==> src/rtl/packet_sequencer_if.sv <==
// Handshake and data bundle between packet_sequencer and its neighbours:
// RX FIFO, PC_TX serialiser, SLM config port and error status.
interface packet_sequencer_if #(
    parameter int DATA_W = 32,
    parameter int LEN_W  = 16
);
    logic              i_rx_fifo_is_empty_sig;
    logic [DATA_W-1:0] i_rx_fifo_output_word;
    logic              o_rx_fifo_next_word_cmd;
    logic              i_serial_is_busy_sig;
    logic              o_tx_start;
    logic [DATA_W-1:0] o_tx_word;
    logic              o_cfg_wr;
    logic [LEN_W-1:0]  o_cfg_addr;
    logic [DATA_W-1:0] o_cfg_data;
    logic              o_packet_done;
    logic              o_busy;
    logic              i_err_clr;
    logic              o_err_cmd;
    logic              o_err_addr;

    modport master (
        input  i_rx_fifo_is_empty_sig,
        input  i_rx_fifo_output_word,
        output o_rx_fifo_next_word_cmd,
        input  i_serial_is_busy_sig,
        output o_tx_start,
        output o_tx_word,
        output o_cfg_wr,
        output o_cfg_addr,
        output o_cfg_data,
        output o_packet_done,
        output o_busy,
        input  i_err_clr,
        output o_err_cmd,
        output o_err_addr
    );

    modport slave (
        output i_rx_fifo_is_empty_sig,
        output i_rx_fifo_output_word,
        input  o_rx_fifo_next_word_cmd,
        output i_serial_is_busy_sig,
        input  o_tx_start,
        input  o_tx_word,
        input  o_cfg_wr,
        input  o_cfg_addr,
        input  o_cfg_data,
        input  o_packet_done,
        input  o_busy,
        output i_err_clr,
        input  o_err_cmd,
        input  o_err_addr
    );
endinterface

==> src/rtl/packet_sequencer.sv <==
// Frames the RX FIFO word stream into cmd/len/payload packets and routes
// payload words to the TX serialiser (echo) or the config write port.
module packet_sequencer #(
    parameter int DATA_W    = 32,
    parameter int LEN_W     = 16,
    parameter int CFG_DEPTH = 256
) (
    input logic           i_clock,
    input logic           i_reset,
    packet_sequencer_if.master bus
);
    typedef enum logic [1:0] {
        S_CMD,
        S_LEN,
        S_PAYLOAD
    } state_t;

    localparam logic [1:0] CMD_ECHO = 2'd1;
    localparam logic [1:0] CMD_CFG  = 2'd2;
    localparam logic [1:0] CMD_RSV  = 2'd3;
    localparam logic [LEN_W:0] DEPTH = (LEN_W+1)'(CFG_DEPTH);

    state_t state;
    state_t state_nxt;

    logic [1:0]        cmd;
    logic [LEN_W-1:0]  remaining;
    logic [LEN_W-1:0]  index;
    logic              tx_start;
    logic [DATA_W-1:0] tx_word;
    logic              cfg_wr;
    logic [LEN_W-1:0]  cfg_addr;
    logic [DATA_W-1:0] cfg_data;
    logic              packet_done;
    logic              err_cmd;
    logic              err_addr;

    logic              empty;
    logic [DATA_W-1:0] word;
    logic              ser_busy;
    logic              pop;
    logic              done_nxt;
    logic              tx_guard;
    logic              in_range;
    logic              is_echo;
    logic              is_cfg;
    logic              set_cmd;
    logic              set_addr;

    assign empty    = bus.i_rx_fifo_is_empty_sig;
    assign word     = bus.i_rx_fifo_output_word;
    assign ser_busy = bus.i_serial_is_busy_sig;

    // busy only rises the cycle after start, so the start cycle is blanked
    assign tx_guard = tx_start;
    assign in_range = {1'b0, index} < DEPTH;
    assign is_echo  = cmd == CMD_ECHO;
    assign is_cfg   = cmd == CMD_CFG;

    always_comb begin
        state_nxt = state;
        pop       = 1'b0;
        done_nxt  = 1'b0;
        unique case (state)
            S_CMD: begin
                if (!empty) begin
                    pop       = 1'b1;
                    state_nxt = S_LEN;
                end
            end
            S_LEN: begin
                if (!empty) begin
                    pop = 1'b1;
                    if (word[LEN_W-1:0] == '0) begin
                        done_nxt  = 1'b1;
                        state_nxt = S_CMD;
                    end else begin
                        state_nxt = S_PAYLOAD;
                    end
                end
            end
            S_PAYLOAD: begin
                if (!empty && (!is_echo || (!ser_busy && !tx_guard))) begin
                    pop = 1'b1;
                    if (remaining == LEN_W'(1)) begin
                        done_nxt  = 1'b1;
                        state_nxt = S_CMD;
                    end
                end
            end
            default: state_nxt = S_CMD;
        endcase
        if (i_reset) begin
            pop       = 1'b0;
            done_nxt  = 1'b0;
            state_nxt = S_CMD;
        end
    end

    assign set_cmd  = pop && state == S_CMD && word[1:0] == CMD_RSV;
    assign set_addr = pop && state == S_PAYLOAD && is_cfg && !in_range;

    always_ff @(posedge i_clock) begin
        if (i_reset) state <= S_CMD;
        else         state <= state_nxt;
    end

    always_ff @(posedge i_clock) begin
        if (i_reset) begin
            cmd         <= '0;
            remaining   <= '0;
            index       <= '0;
            tx_start    <= 1'b0;
            tx_word     <= '0;
            cfg_wr      <= 1'b0;
            cfg_addr    <= '0;
            cfg_data    <= '0;
            packet_done <= 1'b0;
            err_cmd     <= 1'b0;
            err_addr    <= 1'b0;
        end else begin
            tx_start    <= 1'b0;
            cfg_wr      <= 1'b0;
            packet_done <= done_nxt;
            err_cmd     <= set_cmd | (err_cmd & ~bus.i_err_clr);
            err_addr    <= set_addr | (err_addr & ~bus.i_err_clr);
            if (pop) begin
                unique case (state)
                    S_CMD: cmd <= word[1:0];
                    S_LEN: begin
                        remaining <= word[LEN_W-1:0];
                        index     <= '0;
                    end
                    S_PAYLOAD: begin
                        remaining <= remaining - LEN_W'(1);
                        unique case (1'b1)
                            is_echo: begin
                                tx_start <= 1'b1;
                                tx_word  <= word;
                            end
                            is_cfg: begin
                                index <= index + LEN_W'(1);
                                if (in_range) begin
                                    cfg_wr   <= 1'b1;
                                    cfg_addr <= index;
                                    cfg_data <= word;
                                end
                            end
                            default: ;
                        endcase
                    end
                    default: ;
                endcase
            end
        end
    end

    assign bus.o_rx_fifo_next_word_cmd = pop;
    assign bus.o_tx_start    = tx_start;
    assign bus.o_tx_word     = tx_word;
    assign bus.o_cfg_wr      = cfg_wr;
    assign bus.o_cfg_addr    = cfg_addr;
    assign bus.o_cfg_data    = cfg_data;
    assign bus.o_packet_done = packet_done;
    assign bus.o_busy        = state != S_CMD;
    assign bus.o_err_cmd     = err_cmd;
    assign bus.o_err_addr    = err_addr;
endmodule

==> src/flat_wrapper.sv <==
// flat-port wrapper written by rule: the top's interface ports become plain ports
module packet_sequencer_flat 
#(
    parameter int DATA_W    = 32,
    parameter int LEN_W     = 16,
    parameter int CFG_DEPTH = 256
)
  (i_clock, i_reset, bus_i_rx_fifo_is_empty_sig, bus_i_rx_fifo_output_word, bus_o_rx_fifo_next_word_cmd, bus_i_serial_is_busy_sig, bus_o_tx_start, bus_o_tx_word, bus_o_cfg_wr, bus_o_cfg_addr, bus_o_cfg_data, bus_o_packet_done, bus_o_busy, bus_i_err_clr, bus_o_err_cmd, bus_o_err_addr);
  packet_sequencer_if #(.DATA_W(DATA_W), .LEN_W(LEN_W)) bus_i ();
  input logic i_clock;
  input logic i_reset;
  input wire logic [$bits(bus_i.i_rx_fifo_is_empty_sig)-1:0] bus_i_rx_fifo_is_empty_sig;
  input wire logic [$bits(bus_i.i_rx_fifo_output_word)-1:0] bus_i_rx_fifo_output_word;
  output wire logic [$bits(bus_i.o_rx_fifo_next_word_cmd)-1:0] bus_o_rx_fifo_next_word_cmd;
  input wire logic [$bits(bus_i.i_serial_is_busy_sig)-1:0] bus_i_serial_is_busy_sig;
  output wire logic [$bits(bus_i.o_tx_start)-1:0] bus_o_tx_start;
  output wire logic [$bits(bus_i.o_tx_word)-1:0] bus_o_tx_word;
  output wire logic [$bits(bus_i.o_cfg_wr)-1:0] bus_o_cfg_wr;
  output wire logic [$bits(bus_i.o_cfg_addr)-1:0] bus_o_cfg_addr;
  output wire logic [$bits(bus_i.o_cfg_data)-1:0] bus_o_cfg_data;
  output wire logic [$bits(bus_i.o_packet_done)-1:0] bus_o_packet_done;
  output wire logic [$bits(bus_i.o_busy)-1:0] bus_o_busy;
  input wire logic [$bits(bus_i.i_err_clr)-1:0] bus_i_err_clr;
  output wire logic [$bits(bus_i.o_err_cmd)-1:0] bus_o_err_cmd;
  output wire logic [$bits(bus_i.o_err_addr)-1:0] bus_o_err_addr;
  assign bus_i.i_rx_fifo_is_empty_sig = bus_i_rx_fifo_is_empty_sig;
  assign bus_i.i_rx_fifo_output_word = bus_i_rx_fifo_output_word;
  assign bus_o_rx_fifo_next_word_cmd = bus_i.o_rx_fifo_next_word_cmd;
  assign bus_i.i_serial_is_busy_sig = bus_i_serial_is_busy_sig;
  assign bus_o_tx_start = bus_i.o_tx_start;
  assign bus_o_tx_word = bus_i.o_tx_word;
  assign bus_o_cfg_wr = bus_i.o_cfg_wr;
  assign bus_o_cfg_addr = bus_i.o_cfg_addr;
  assign bus_o_cfg_data = bus_i.o_cfg_data;
  assign bus_o_packet_done = bus_i.o_packet_done;
  assign bus_o_busy = bus_i.o_busy;
  assign bus_i.i_err_clr = bus_i_err_clr;
  assign bus_o_err_cmd = bus_i.o_err_cmd;
  assign bus_o_err_addr = bus_i.o_err_addr;
  packet_sequencer #(.DATA_W(DATA_W), .LEN_W(LEN_W), .CFG_DEPTH(CFG_DEPTH)) u_core (.i_clock(i_clock), .i_reset(i_reset), .bus(bus_i));
endmodule
==> config.mk <==
export PLATFORM = sky130hd
export DESIGN_NAME = packet_sequencer_flat
export DESIGN_NICKNAME = d
export VERILOG_FILES = /design/src/rtl/packet_sequencer_if.sv /design/src/rtl/packet_sequencer.sv /design/src/flat_wrapper.sv
export SDC_FILE = /design/constraint.sdc
export NUM_CORES = 1
export LEC_CHECK = 0
export ABC_AREA = 0
export CAP_MARGIN = 40
export CORE_MARGIN = 2
export CORE_UTILIZATION = 30
export CTS_BUF_LIST = sky130_fd_sc_hd__clkbuf_4 sky130_fd_sc_hd__clkbuf_8
export DETAILED_ROUTE_END_ITERATION = 8
export RECOVER_POWER = 100
export SYNTH_ARGS = -nofsm -noshare
export SYNTH_HDL_FRONTEND = slang
export SYNTH_SLANG_ARGS = --single-unit
export TNS_END_PERCENT = 30
==> constraint.sdc <==
create_clock -name i_clock -period 4 [get_ports i_clock]
set_input_delay 0.4 -clock i_clock [delete_from_list [all_inputs] [get_ports i_clock]]
set_output_delay 0.4 -clock i_clock [all_outputs]
set_load 0.1 [all_outputs]
==> metrics.cfg, run 1 <==
[grt]
grt_pass1_wl_um = 26100
grt_max_degree = 59
grt_pass1_vias = 5099
grt-ovfl-total = 0
grt_usage_pct = 18.3
antenna_found_initial = 0

[cells_and_area]
antenna_cells = 0
final_core_utilization_pct = 46.8
layout-drive-gt1-share_pct = 8.41
final_cell_count_no_fill = 1076
nets = 888
synthToLayoutAreaGrowth_pct = 52.0

[sta]
finalSetupViolations = 0
finalHoldViolCount = 0
rsz0062_at_grt = false
max-slew-margin-rel_pct = 19.1
setup_ws_ps = 883
worst_pin_slew_ps = 1220
skew_ps = 14.2
min_period_ps = 3120
slew_viol_final = 0
post-route-period-util_pct = 77.9
totalNegativeSetupSlack_ps = 0
max_clock_freq_mhz = 321

[placed_design]
numPortBuffers = 123
dp_slack_ps = 880
gp_congestion = 0.830
hpwl_um = 11400
dp.cells = 1044

[synth]
ys_top_cells_by_count = nand2_1 (173), dfxtp_1 (121), a21oi_1 (95), nor2_1 (28), clkbuf_1 (22)
ys.flop_type = dfxtp_1
synth.distinct_cells = 60
synth_top_area_share_pct = 47.5
yosysSeqAreaShare_pct = 47.5
synth_area_per_cell_um2 = 7.91
yosys_warnings = 0
synth_edf_count = 0
synth_top_cell_by_area = dfxtp_1
syn_nets = 690
synthArstFlopShare_pct = 0
syn-cell-area_um2 = 5100
syn_inst = 645
ys_ff_latch = 121
netlist_top_cells_area = dfxtp_1 (47%), nand2_1 (13%), a21oi_1 (9.3%)
yosysMostFrequentCell = nand2_1

[setup_path]
worstRegToRegCells = 7
worstSetupPathType = reg -> reg
reg2reg_setup_slack_ps = 880
critPathArrivalTime_ps = 3480
start_kind = register
r2r-start = u_core.state[0]
worstPathRequired_ps = 4370
r2r_end = u_core.bus.o_cfg_data[18]
worstSetupEndpointType = register
critPathMaxFanout = 41

[floorplan]
fp.coreArea_um2 = 16600
rows = 47
io-pin-count = 124
initial_utilization_pct = 30.8
chipHeight_um = 134
die_area_um2 = 18100
die_x_um = 134

[min_path]
hold_path_class = in -> reg
whs_endpoint = u_core.index[4]
min_path_cells = 2
min-delay-start = i_reset

[clock_network]
holdBufCountCts = 0
cts_sinks = 121
clock_path_buffers = 2
h-tree-depth = 4
cts_buffers = 17
root_buffer = clkbuf_8
cts_setup_buffers = 0
clk_pin_slew_ps = 70
cts_tree = yes
ctsResizeCount = 0
clk-insertion-delay-late_ps = 440

[routing]
dr.pass1.iters = 5
vias_per_cell = 4.89
ant_nets = 0
wl_per_cell_um = 15.2
vias = 5267
drc = 0
wirelength_um = 16400
drt_iter0_drc = 339

[run]
drv_cap = 0

[outcome]
outcome = completed

[pwr]
powerDensity_nw_per_um2 = 418
peakVddDrop_mv = 0.208
p_leak_uw = 0.00276

-- cell usage in the layout, fill, tap and decap left out, types with 3 or more instances in the layout --
cell and instances:
a211oi_1 4, clkdlybuf4s50_1 101, or3_1 5, and3_1 11
nor3_1 11, dfxtp_1 121, o21ai_0 26, o22ai_1 3
clkinv_2 3, a21oi_1 95, buf_16 21, o31ai_1 4
a21o_1 5, nand2_1 173, nor4_1 12, a31oi_1 7
or2_2 3, bufinv_16 5, dlygate4sd3_1 20, clkbuf_1 67
buf_4 6, o21ai_1 3, nand4_1 9, o32ai_1 3
nor2_1 28, nand3_1 15, inv_1 15, ha_1 8
clkbuf_8 18, nor2b_1 5, nand2b_1 4
-- stage by stage --
stage | instance area, µm² | hold WS (ps) | power [µW]
final | 7760 | 419 | 3240
after global routing | 7760 | 414 | 3390
after CTS | 8520 | 393 | 3300
after detailed placement | 8060 | 446 | 2020
after global placement | 6480 | 442 | 1980
after floorplan | 5100 | 448 | 1790
-- critical path, cell delays in order, from the launching register on --
cell	delay, ps
dfxtp_1	340
ha_1	240
nor3_1	810
and2_0	570
nand3_2	150
inv_2	590
nand2_1	150
a21oi_1	180
-- sequential cells by signal, indices dropped and copies added (netlist names), 2 cells and up --
register / cells
u_core.bus.o_cfg_data: 32
u_core.bus.o_tx_word: 32
u_core.bus.o_cfg_addr: 16
u_core.index: 16
u_core.remaining: 16
u_core.cmd: 2
u_core.state: 2
-- cell type report --
cell class                      count  area [µm²]
Timing Repair Buffer              215        2090
Clock inverter                     12         198
Fill cell                        1639        8830
Tap cell                          220         275
Multi-Input combinational cell    470        2440
Sequential cell                   121        2420
Clock buffer                       20         263
Inverter                           18        67.6
-- cell families (layout without fill, tap and decap cells) --
kind of cell    Yosys count  count (layout)  synth area share, %
compound gates          173             173                 20.0
fa+ha+maj                 8               8                 1.96
buf+inv                  54             265                 4.66
flops                   121             121                 47.5
mux                       1               1                0.196
simple gates            288             288                 25.7
-- power breakdown --
group / switching [µW] / internal [µW] / leakage, µW
Combinational: 425 / 246 / 0.00156
Sequential: 47.0 / 1240 / 0.000976
Clock: 510 / 770 / 0.000230
Total: 982 / 2260 / 0.00276
-- per-layer routing --
metal	vias to the layer above	part of all wire [%]	global-route usage (%)
met2	140	49	30.8
met1	2476	45	22.7
met3	19	5.0	4.69
met4	0	1.5	6.26
li1	2632	-	-
met5	-	0	0
-- worst max-delay path by stage --
stage / start / endpoint / slack [ps] / cells after the start
after floorplan: u_core.state[0] / bus_o_rx_fifo_next_word_cmd / 970 / 5
after global placement: bus_i_rx_fifo_is_empty_sig / u_core.bus.o_tx_word[30] / 820 / 6
after detailed placement: bus_i_rx_fifo_is_empty_sig / u_core.bus.o_cfg_data[18] / 880 / 7
after CTS: u_core.state[0] / bus_o_rx_fifo_next_word_cmd / 1190 / 6
after global routing: u_core.state[0] / u_core.bus.o_cfg_data[1] / 640 / 7
final: u_core.state[0] / u_core.bus.o_cfg_data[18] / 880 / 7
Power figures use the tool's default switching activity.
==> run 2: changes to the inputs <==
- clock period: 4 -> 2.73 ns (I/O delays scaled with it)
==> metrics.cfg, run 2 (synthesis gave the netlist of run 1 again) <==
[routing]
wirelength_um = 15100  ; was 16400 µm
dr.pass1.iters = 4  ; was 5
vias = 4933  ; was 5267
drt_iter0_drc = 386  ; was 339
ant_nets = 0  ; unchanged
wl_per_cell_um = 15.1  ; was 15.2 µm
vias_per_cell = 4.95  ; was 4.89
drc = 0  ; unchanged

[setup_path]
worstSetupEndpointType = register  ; unchanged
r2r-start = u_core.remaining[6]  ; was u_core.state[0]
worstRegToRegCells = 5  ; was 7
critPathArrivalTime_ps = 2860  ; was 3480 ps
reg2reg_setup_slack_ps = 220  ; was 880 ps
critPathMaxFanout = 6  ; was 41
start_kind = register  ; unchanged
worstSetupPathType = reg -> reg  ; unchanged
r2r_end = u_core.state[0]  ; was u_core.bus.o_cfg_data[18]
worstPathRequired_ps = 3070  ; was 4370 ps

[floorplan]
chipHeight_um = 134  ; unchanged
rows = 47  ; unchanged
fp.coreArea_um2 = 16600  ; unchanged
die_area_um2 = 18100  ; unchanged
initial_utilization_pct = 30.8  ; unchanged
io-pin-count = 124  ; unchanged
die_x_um = 134  ; unchanged

[cells_and_area]
mostFrequentLayoutCell = nand2_1  ; unchanged
synthToLayoutAreaGrowth_pct = 27.1  ; was 52.0%
layout-drive-gt1-share_pct = 7.46  ; was 8.41%
final_core_utilization_pct = 39.1  ; was 46.8%
nets = 810  ; was 888
final_cell_mix = nand2_1 (173), dfxtp_1 (121), a21oi_1 (94)  ; was nand2_1 (173), dfxtp_1 (121), clkdlybuf4s50_1 (101)
antenna_cells = 0  ; unchanged

[placed_design]
gp_congestion = 0.823  ; was 0.830
hpwl_um = 10100  ; was 11400 µm
numPortBuffers = 123  ; unchanged

[run]
drv_cap = 0  ; unchanged

[pwr]
peakVddDrop_mv = 0.443  ; was 0.208 mV
switching_power_uw = 1430  ; was 982 µW
netSwitchingFraction_pct = 30.8  ; was 30.3%
intPower_uw = 3210  ; was 2260 µW
powerDensity_nw_per_um2 = 715  ; was 418 nW/µm²
p_leak_uw = 0.00223  ; was 0.00276 µW
pwr-share-seq_pct = 40.8  ; was 39.8%
p_comb_share_pct = 21.0  ; was 20.7%
clkPwrFrac_pct = 38.3  ; was 39.5%

[sta]
worst_pin_slew_ps = 1230  ; was 1220 ps
finalHoldViolCount = 0  ; unchanged
totalNegativeSetupSlack_ps = 0  ; unchanged
skew_ps = 8.05  ; was 14.2 ps
slew_viol_final = 0  ; unchanged
rsz0062_at_grt = false  ; unchanged
finalSetupViolations = 0  ; unchanged
min_period_ps = 2510  ; was 3120 ps
post-route-period-util_pct = 92.0  ; was 77.9%
max-slew-margin-rel_pct = 18.0  ; was 19.1%
max_clock_freq_mhz = 398  ; was 321 MHz

[grt]
grt_pass1_wl_um = 23800  ; was 26100 µm
grt_pass1_vias = 4508  ; was 5099
grt-ovfl-total = 0  ; unchanged
grt_max_degree = 81  ; was 59
grt_usage_pct = 16.8  ; was 18.3%
antenna_found_initial = 0  ; unchanged

[clock_network]
clk-insertion-delay-late_ps = 440  ; about the same
h-tree-depth = 4  ; unchanged
root_buffer = clkbuf_8  ; unchanged
cts_buffers = 17  ; unchanged
clk_pin_slew_ps = 70  ; about the same
cts_tree = yes  ; unchanged
cts_sinks = 121  ; unchanged
clock_path_buffers = 2  ; unchanged
cts_setup_buffers = 0  ; unchanged
holdBufCountCts = 0  ; unchanged
ctsResizeCount = 0  ; unchanged

[min_path]
min-delay-start = i_reset  ; unchanged
hold_path_class = in -> reg  ; unchanged
min_path_cells = 2  ; unchanged
whs_endpoint = u_core.bus.o_cfg_data[30]  ; was u_core.index[4]

[outcome]
outcome = completed  ; unchanged

[run 2: how the worst max path moves through the flow]
stage / start / depth (start not counted) / slack, ps / end
floorplan: u_core.state[0] / 5 / 430 / bus_o_rx_fifo_next_word_cmd
global placement: u_core.state[0] / 7 / 360 / u_core.remaining[4]
detailed placement: u_core.state[0] / 7 / 330 / u_core.remaining[4]
CTS: u_core.state[0] / 7 / 330 / u_core.remaining[4]
global route: u_core.remaining[6] / 5 / 130 / u_core.state[0]
finish: u_core.remaining[6] / 5 / 220 / u_core.state[0]
[run 2: worst max-delay path, stage by stage (launching register included)]
cell,delay (ps)
dfxtp_1,350
nor4_1,770
nand4_1,280
o41ai_1,710
mux2i_1,250
nor2_1,50
[run 2: area by class of cell]
cell class                      instances  area, µm²
Tap cell                              220        275
Clock inverter                         12        173
Timing Repair Buffer                  137        840
Multi-Input combinational cell        470       2440
Sequential cell                       121       2420
Inverter                               18       67.6
Fill cell                            1820      10100
Clock buffer                           19        262
[run 2: metrics by stage]
stage	instances	setup slack, ps	instance area, µm²	hold slack [ps]	power (µW)
finish	997	218	6480	168	4640
global route	997	125	6480	156	4870
CTS	997	326	6840	146	4720
detailed placement	966	335	6410	447	2920
global placement	965	362	6380	442	2920
floorplan	645	427	5100	396	2630
[run 2: power groups by stage]
| stage | registers, µW | clock network [µW] | logic, µW |
|---|---|---|---|
| 2_1_floorplan | 1940 | 0 | 686 |
| 3_3_place_gp | 1930 | 0 | 992 |
| 3_5_place_dp | 1930 | 0 | 993 |
| 4_1_cts | 1890 | 1830 | 998 |
| 5_1_grt | 1900 | 1910 | 1060 |
| 6_report | 1890 | 1770 | 972 |
[run 2: routing by layer]
metal  global-route usage, %  wire [µm]  up-vias
met5                       0          0        -
met4                    5.91        191        0
met3                    4.88        877       11
met2                    26.2       6990      125
met1                    22.1       7020     2321
li1                        -          -     2476
==> run 3: changes to the inputs <==
- CTS_BUF_LIST: sky130_fd_sc_hd__clkbuf_4 sky130_fd_sc_hd__clkbuf_8 -> unset
- SKIP_LAST_GASP: unset -> 1
==> metrics.cfg, run 3 (synthesis gave the netlist of run 1 again) <==
[sta]
finalHoldViolCount = 0  ; unchanged
worst_pin_slew_ps = 1240  ; was 1230 ps
min_period_ps = 2510  ; about the same
max_clock_freq_mhz = 399  ; was 398 MHz
holdWs_ps = 204  ; was 168 ps
totalNegativeSetupSlack_ps = 0  ; unchanged
post-route-period-util_pct = 91.9  ; was 92.0%
rsz0062_at_grt = false  ; unchanged
finalSetupViolations = 0  ; unchanged
skew_ps = 7.71  ; was 8.05 ps
max-slew-margin-rel_pct = 17.7  ; was 18.0%
slew_viol_final = 0  ; unchanged

[routing]
vias_per_cell = 4.93  ; was 4.95
ant_nets = 0  ; unchanged
wirelength_um = 15100  ; about the same
wl_per_cell_um = 15.1  ; about the same
drt_iter0_drc = 333  ; was 386
vias = 4917  ; was 4933
dr.pass1.iters = 4  ; unchanged
drc = 0  ; unchanged

[clock_network]
root_buffer = clkbuf_16  ; was clkbuf_8
cts_sinks = 121  ; unchanged
clock_path_buffers = 2  ; unchanged
cts_buffers = 17  ; unchanged
clk_pin_slew_ps = 60  ; was 70 ps
h-tree-depth = 4  ; unchanged
cts_setup_buffers = 0  ; unchanged
ctsResizeCount = 0  ; unchanged
holdBufCountCts = 0  ; unchanged
clk-insertion-delay-late_ps = 420  ; was 440 ps
cts_tree = yes  ; unchanged

[grt]
grt-ovfl-total = 0  ; unchanged
grt_pass1_wl_um = 24000  ; was 23800 µm
antenna_found_initial = 0  ; unchanged
grt_usage_pct = 16.9  ; was 16.8%
grt_max_degree = 81  ; unchanged
grt_pass1_vias = 4534  ; was 4508

[placed_design]
place_area_um2 = 6410  ; unchanged
gp_congestion = 0.823  ; unchanged
numPortBuffers = 123  ; unchanged
hpwl_um = 10100  ; unchanged

[cells_and_area]
mostFrequentLayoutCell = nand2_1  ; unchanged
synthToLayoutAreaGrowth_pct = 30.8  ; was 27.1%
multiInputGateArea_um2 = 2440  ; unchanged
seq_area_um2 = 2420  ; unchanged
layout-drive-gt1-share_pct = 7.46  ; unchanged
final_area_um2 = 6670  ; was 6480 µm²
nFillCells = 1792  ; was 1820
antenna_cells = 0  ; unchanged
final_cell_mix = nand2_1 (173), dfxtp_1 (121), a21oi_1 (94)  ; unchanged
nets = 810  ; unchanged

[floorplan]
io-pin-count = 124  ; unchanged
rows = 47  ; unchanged
fp.coreArea_um2 = 16600  ; unchanged
die_x_um = 134  ; unchanged
initial_utilization_pct = 30.8  ; unchanged
chipHeight_um = 134  ; unchanged
die_area_um2 = 18100  ; unchanged

[min_path]
hold_path_class = in -> reg  ; unchanged

[setup_path]
critPathArrivalTime_ps = 2820  ; was 2860 ps
worstSetupPathType = reg -> reg  ; unchanged
worstPathRequired_ps = 3040  ; was 3070 ps
critPathMaxFanout = 6  ; unchanged
worstSetupEndpointType = register  ; unchanged
start_kind = register  ; unchanged

[pwr]
peakVddDrop_mv = 0.541  ; was 0.443 mV
powerDensity_nw_per_um2 = 786  ; was 715 nW/µm²
p_leak_uw = 0.00232  ; was 0.00223 µW

[run]
drv_cap = 0  ; unchanged

[outcome]
outcome = completed  ; unchanged

## run 3: cell types whose count changed in the layout (fill, tap and decap cells not counted), sizes merged
| cell | previous run | this run |
|---|---|---|
| clkbuf | 109 | 110 |
| buf | 12 | 11 |
## run 3: final cells by class
class,instances,share of cell area (%)
clock buffers,19,6.79
clock inverters,12,2.59
inverters,18,1.01
multi-input cells,470,36.6
flip-flops and latches,121,36.3
well taps,220,4.13
repair buffers,137,12.5
## run 3: worst paths after layout
path,endpoint,startpoint,cells past startpoint,slack [ps]
max,u_core.state[0],u_core.remaining[6],5,220
min,u_core.bus.o_tx_word[29],i_reset,2,200
min reg2reg,u_core.bus.o_cfg_addr[6],u_core.bus.o_cfg_addr[6],2,450
max reg2reg,u_core.state[0],u_core.remaining[6],5,220
## run 3: report_power, final
| part | total [µW] | switching [µW] | internal (µW) |
|---|---|---|---|
| Sequential | 1890 | 69.6 | 1820 |
| Combinational | 970 | 619 | 351 |
| Clock | 2380 | 811 | 1570 |
| Total | 5240 | 1500 | 3740 |
## run 3: worst max-delay path: stages, from the launching register on
cell	delay, ps
dfxtp_1	350
nor4_1	770
nand4_1	280
o41ai_1	710
mux2i_1	250
nor2_1	50
## run 3: metal layers
metal	up-vias	wire [µm]	GRT usage, %
li1	2479	-	-
met1	2312	7060	22.2
met2	113	7050	26.4
met3	13	821	4.91
met4	0	167	6.43
met5	-	0	0
## run 3: stage by stage
step | util [%] | total power (µW) | setup WS [ps] | instances
final | 40.2 | 5240 | 222 | 997
after global routing | 40.2 | 5480 | 119 | 997
after CTS | 42.4 | 5330 | 336 | 997
after detailed placement | 38.6 | 2920 | 335 | 966
after global placement | 38.5 | 2920 | 362 | 965
after floorplan | - | 2630 | 427 | 645
